`src/rtl/signed_window_accumulator.sv`:
```
`default_nettype none
// ============================================================================
// Module      : signed_window_accumulator
// Description : Accepts a window of 2**LOG2_N signed samples over a
//               valid/ready handshake and reports the window sum, the mean
//               (arithmetic shift, floor toward -inf), and the window min/max.
//               Results are held on a valid/ack output handshake.
// Ports       : clk       - rising-edge clock
//               rst       - synchronous active-high reset
//               start     - begin a new window (honoured only when idle)
//               in_valid  - upstream sample valid
//               in_data   - signed sample, DATA_W bits
//               in_ready  - sample accepted this cycle when in_valid is high
//               out_valid - sum/mean/min_val/max_val valid, held until out_ack
//               out_ack   - consumer has taken the result
//               sum       - signed window sum, ACC_W bits
//               mean      - sum >>> LOG2_N, DATA_W bits
//               min_val   - most negative sample of the window
//               max_val   - most positive sample of the window
//               busy      - high while accumulating or holding a result
// Revision    : 1.0 - initial release
// ============================================================================
module signed_window_accumulator #(
    parameter int DATA_W = 16,
    parameter int LOG2_N = 3,
    parameter int ACC_W  = 24
) (
    input  logic              clk,
    input  logic              rst,
    input  logic              start,
    input  logic              in_valid,
    input  logic [DATA_W-1:0] in_data,
    output logic              in_ready,
    output logic              out_valid,
    input  logic              out_ack,
    output logic [ACC_W-1:0]  sum,
    output logic [DATA_W-1:0] mean,
    output logic [DATA_W-1:0] min_val,
    output logic [DATA_W-1:0] max_val,
    output logic              busy
);

    localparam logic [1:0] c_st_idle = 2'd0;
    localparam logic [1:0] c_st_acc  = 2'd1;
    localparam logic [1:0] c_st_done = 2'd2;

    localparam int                c_n    = 1 << LOG2_N;
    localparam logic [LOG2_N-1:0] c_last = LOG2_N'(c_n - 1);

    // Seeds for the running extremes: the first accepted sample always
    // replaces both of them.
    localparam logic signed [DATA_W-1:0] c_pos_max = {1'b0, {(DATA_W-1){1'b1}}};
    localparam logic signed [DATA_W-1:0] c_neg_max = {1'b1, {(DATA_W-1){1'b0}}};

    logic [1:0]               r_state;
    logic [LOG2_N-1:0]        r_count;
    logic signed [ACC_W-1:0]  r_acc;
    logic signed [DATA_W-1:0] r_min;
    logic signed [DATA_W-1:0] r_max;

    logic [ACC_W-1:0]         r_sum;
    logic [DATA_W-1:0]        r_mean;
    logic [DATA_W-1:0]        r_min_val;
    logic [DATA_W-1:0]        r_max_val;

    logic                     w_accept;
    logic signed [DATA_W-1:0] w_sample;
    logic signed [ACC_W-1:0]  w_sample_ext;
    logic signed [ACC_W-1:0]  w_acc_next;
    logic signed [DATA_W-1:0] w_min_next;
    logic signed [DATA_W-1:0] w_max_next;

    always_comb begin
        w_accept     = in_valid && (r_state == c_st_acc);
        w_sample     = $signed(in_data);
        w_sample_ext = {{(ACC_W-DATA_W){in_data[DATA_W-1]}}, in_data};
        w_acc_next   = r_acc + w_sample_ext;
        w_min_next   = (w_sample < r_min) ? w_sample : r_min;
        w_max_next   = (w_sample > r_max) ? w_sample : r_max;
    end

    always_ff @(posedge clk) begin
        if (rst) begin
            r_state   <= c_st_idle;
            r_count   <= '0;
            r_acc     <= '0;
            r_min     <= '0;
            r_max     <= '0;
            r_sum     <= '0;
            r_mean    <= '0;
            r_min_val <= '0;
            r_max_val <= '0;
        end else begin
            case (r_state)
                c_st_idle: begin
                    if (start) begin
                        r_state <= c_st_acc;
                        r_count <= '0;
                        r_acc   <= '0;
                        r_min   <= c_pos_max;
                        r_max   <= c_neg_max;
                    end
                end
                c_st_acc: begin
                    if (w_accept) begin
                        r_acc   <= w_acc_next;
                        r_min   <= w_min_next;
                        r_max   <= w_max_next;
                        r_count <= r_count + 1'b1;
                        // Result registers are loaded straight from the
                        // next-state values so out_valid and the data appear
                        // on the same edge that takes the last sample.
                        if (r_count == c_last) begin
                            r_state   <= c_st_done;
                            r_sum     <= w_acc_next;
                            r_mean    <= w_acc_next[LOG2_N+DATA_W-1:LOG2_N];
                            r_min_val <= w_min_next;
                            r_max_val <= w_max_next;
                        end
                    end
                end
                c_st_done: begin
                    // A simultaneous start is deliberately dropped here.
                    if (out_ack) begin
                        r_state <= c_st_idle;
                    end
                end
                default: begin
                    r_state <= c_st_idle;
                end
            endcase
        end
    end

    // Handshake flags are pure decodes of the state register, so they
    // change only on clock edges.
    assign in_ready  = (r_state == c_st_acc);
    assign out_valid = (r_state == c_st_done);
    assign busy      = (r_state == c_st_acc) || (r_state == c_st_done);

    assign sum     = r_sum;
    assign mean    = r_mean;
    assign min_val = r_min_val;
    assign max_val = r_max_val;

endmodule
`default_nettype wire

```
`config.mk`:
```
export PLATFORM = sky130hd
export DESIGN_NAME = signed_window_accumulator
export DESIGN_NICKNAME = d
export VERILOG_FILES = /design/src/rtl/signed_window_accumulator.sv
export SDC_FILE = /design/constraint.sdc
export NUM_CORES = 1
export LEC_CHECK = 0
export CAP_MARGIN = 20
export CORE_MARGIN = 2
export CORE_UTILIZATION = 51
export CTS_BUF_LIST = sky130_fd_sc_hd__clkbuf_4
export DETAILED_ROUTE_END_ITERATION = 8
export PLACE_DENSITY_LB_ADDON = 0.12
export SYNTH_ARGS = -nofsm -noshare
export SYNTH_HDL_FRONTEND = slang
export SYNTH_SLANG_ARGS = --single-unit
```
`constraint.sdc`:
```
create_clock -name clk -period 2.9 [get_ports clk]
set_input_delay 0.725 -clock clk [delete_from_list [all_inputs] [get_ports clk]]
set_output_delay 0.725 -clock clk [all_outputs]
set_load 0.01 [all_outputs]
```
==> out/metrics.csv, run 1 <==
stage,metric,value,unit
flow_run,Max-Cap Viols,0,
yosys,Post-synth ARST share,0,%
timing,fin crit share,98.0,%
hold_path,Worst Hold Class,flop to flop,
detailed_routing,drt wl/cell,17.2,µm
floorplanning,core area,12600,µm²
critical_path,crit start category,input pin,
timing,slew of the pin with the lowest slew margin,0.594,ns
clock_tree,clock sinks,117,
detailed_routing,post-route ant nets,0,
power_and_ir_drop,power density cells,600,nW/µm²
detailed_routing,DRC violation count after routing,0,
final_layout,footprint of the multi-input gates,3810,µm²
yosys,"FF+latch count, synth",117,
yosys,post-synth top area share,35.6,%
place,Placed Area,8320,µm²
timing,min Tclk post-route,2.84,ns
global_routing,gr usage total,28.0,%
yosys,synthesized instance count,780,
critical_path,flop-to-flop setup slack,0.32,ns
global_routing,grt total ovfl,0,
critical_path,critical path required time,3.37,ns
timing,Pins Over Slew Limit,0,
yosys,Mapped Nets,862,
clock_tree,clock slew at reported path FFs,0.11,ns
yosys,Yosys cell types,58,
place,IO buf count,95,
final_layout,# nets final,1028,
place,hpwl dp,13.8,mm
yosys,number of synthesized flops with an enable pin,0,
final_layout,"commonest non-fill, non-tap cell in the layout",dfxtp_1,
hold_path,hold_sp,sum[21],
clock_tree,clock tree buffer depth,2,
final_layout,post-route insts no fill,1132,
detailed_routing,Via Count,6654,
critical_path,worst flop-to-flop path startpoint,r_max[9],
global_routing,largest net degree at the start of global routing,49,
outcome,outcome,completed,
power_and_ir_drop,Total Power,5.31,mW
clock_tree,CTS Hold Buffers Added,0,
yosys,top_reg_cell synth,dfxtp_1,
yosys,post-synthesis sequential area ratio,35.6,%
final_layout,register area,2340,µm²
power_and_ir_drop,worst vdd ir,0.000409,V
floorplanning,Starting Density,52.2,%
critical_path,crit path kind,input pin to flop,
critical_path,crit path DAT,3.31,ns
timing,Hold Slack,0.462,ns
floorplanning,Rows,41,
power_and_ir_drop,Leakage,3.72,nW
global_routing,met2 Usage GRT,47.1,%
global_routing,met1 Use GR,35.0,%
timing,Slew HR,59.4,%
yosys,post-synth top area cell,dfxtp_1,
timing,Final setup viols,0,
final_layout,"commonest cells after routing, fill and taps aside","117 x dfxtp_1, 114 x buf_4, 87 x clkdlybuf4s50_1, 57 x inv_1, 57 x ha_1",
timing,RSZ-0062 raised after global routing,true,
global_routing,busiest grt layer,met2,
final_layout,fraction of layout cells with a size suffix above 1,18.6,%
final_layout,final core utilization,70.1,%
detailed_routing,DR iter-0 viols,448,
global_routing,first-pass GRT wire length,31.5,mm
clock_tree,CTS tree,yes,
floorplanning,die footprint,13800,µm²
global_routing,GR Util met3,5.18,%
timing,Fmax,352,MHz
timing,final worst clock skew,0.00998,ns
detailed_routing,final wirelength,19.5,mm
final_layout,Fill cells,1065,
critical_path,depth of the most critical reg-to-reg path,12,
yosys,mapped cell area,6580,µm²
clock_tree,total CTS buffers,17,
yosys,Yosys warnings,0,
timing,Final Hold Viols,0,
global_routing,number of global-route vias before repair,6389,
floorplanning,Die X,118,µm
place,gpl congestion,0.953,
clock_tree,Skew-Pair Late Insertion Delay,0.56,ns
global_routing,initial antenna violation count,1,
final_layout,synth-to-layout area growth,34.3,%
yosys,Area contributors post-synth,"dfxtp_1 36%, ha_1 11%, a211oi_1 4.1%",
critical_path,Crit. End Element,flop,
hold_path,Worst Hold End,sum[21],
clock_tree,CTS root buffer,clkbuf_4,
detailed_routing,vias per inst,5.88,
critical_path,CP Max Fanout,3,
final_layout,cell area after layout,8840,µm²
clock_tree,H-tree Lvls,4,
yosys,Avg Inst Size Synth,8.44,µm²
floorplanning,I/O pins,96,
floorplanning,die height,118,µm
critical_path,Worst R2R End,max_val[11],
hold_path,Hold Path Depth,2,
detailed_routing,drt pass-1 iters,5,
place,Post-Place Cells,1092,
==> cells by family (layout without fill, tap and decap cells) <==
| kind of cell | Yosys count | in the layout | synth area share, % |
|---|---|---|---|
| and+or+nand+nor | 191 | 191 | 13.6 |
| other | 0 | 1 | 0 |
| buffers and inverters | 126 | 305 | 8.25 |
| adders and majority gates | 61 | 61 | 11.7 |
| muxes | 3 | 3 | 0.513 |
| xor gates and xnor gates | 18 | 18 | 2.39 |
| DFF | 117 | 117 | 35.6 |
| AOI/OAI and AO/OA | 264 | 264 | 28.0 |
==> synthesized netlist by cell type, types with 25 or more instances <==
library cell / number
a211oi_1: 36
a21o_1: 25
a21oi_1: 48
clkbuf_1: 42
dfxtp_1: 117
ha_1: 60
inv_1: 57
nand2_1: 52
nor2_1: 49
nor3_1: 37
o21ai_0: 49
==> flip-flops by register name, indices dropped and copies added (netlist names) <==
name / cells
sum: 24
max_val: 16
r_max: 16
r_min: 16
r_state: 2
min_val: 16
r_acc: 24
r_count: 3
==> stage by stage <==
step	setup TNS [ns]	setup slack [ns]
after CTS	0	0.00340
final	0	0.0567
after floorplan	0	0.0871
after global routing	-0.0182	-0.0126
after detailed placement	-46.57	-0.712
after global placement	-41.32	-0.641
==> metal layers <==
layer	vias to the layer above	wire length, µm	part of all wire, %
met5	-	0	0
met1	3199	8520	44
met4	0	549	2.8
met2	207	9550	49
met3	47	878	4.5
li1	3201	-	-
==> critical path, cell delays in order <==
cell and delay, ns:
clkdlybuf4s50_1 0.46, buf_4 0.17, ha_1 0.22, a211oi_2 0.19, o211ai_1 0.16, a31oi_2 0.31, a21boi_2 0.11, o21a_1 0.19
o21a_1 0.17, or3_1 0.33, a32o_1 0.26
==> layout make-up <==
cell class,instances,area share [%]
multi-input cells,537,43.1
inverters,58,2.46
well taps,172,2.43
repair buffers,215,21.6
diodes,1,0.0283
clock inverters,15,2.39
clock buffers,17,1.44
flip-flops and latches,117,26.5
==> where the power goes <==
group | internal [mW] | switching [mW] | total (mW)
logic | 0.890 | 1.12 | 2.01
clock network | 0.760 | 0.656 | 1.42
registers | 1.76 | 0.116 | 1.88
total | 3.41 | 1.89 | 5.31
==> worst max path at each step <==
stage | startpoint | to | slack (ns)
after floorplan | in_data[10] | r_acc[17] | 0.09
after global placement | in_data[6] | r_acc[17] | -0.64
after detailed placement | in_data[0] | r_acc[18] | -0.71
after CTS | in_data[6] | sum[20] | 0.003
after global routing | in_data[5] | r_acc[17] | -0.01
final | in_data[5] | r_acc[17] | 0.06
==> timing repair <==
action / CTS / global route
cloned: 0 / 1
resized for setup: 7 / 27
pin swaps: 1 / 7
buffers inserted: 4 / 2
setup endpoints to repair: 9 / 56
(Power assumes the default switching activity.)
==> inputs of run 2 (changes only) <==
--- a/config.mk
+++ b/config.mk
@@ -5,12 +5,13 @@
 export SDC_FILE = /design/constraint.sdc
 export NUM_CORES = 1
 export LEC_CHECK = 0
-export CAP_MARGIN = 20
+export CAP_MARGIN = 15
 export CORE_MARGIN = 2
 export CORE_UTILIZATION = 51
 export CTS_BUF_LIST = sky130_fd_sc_hd__clkbuf_4
 export DETAILED_ROUTE_END_ITERATION = 8
 export PLACE_DENSITY_LB_ADDON = 0.12
+export SLEW_MARGIN = 20
 export SYNTH_ARGS = -nofsm -noshare
 export SYNTH_HDL_FRONTEND = slang
 export SYNTH_SLANG_ARGS = --single-unit
==> results of run 2 <==
The final DEF is identical to that of run 1; final timing and power are the same.
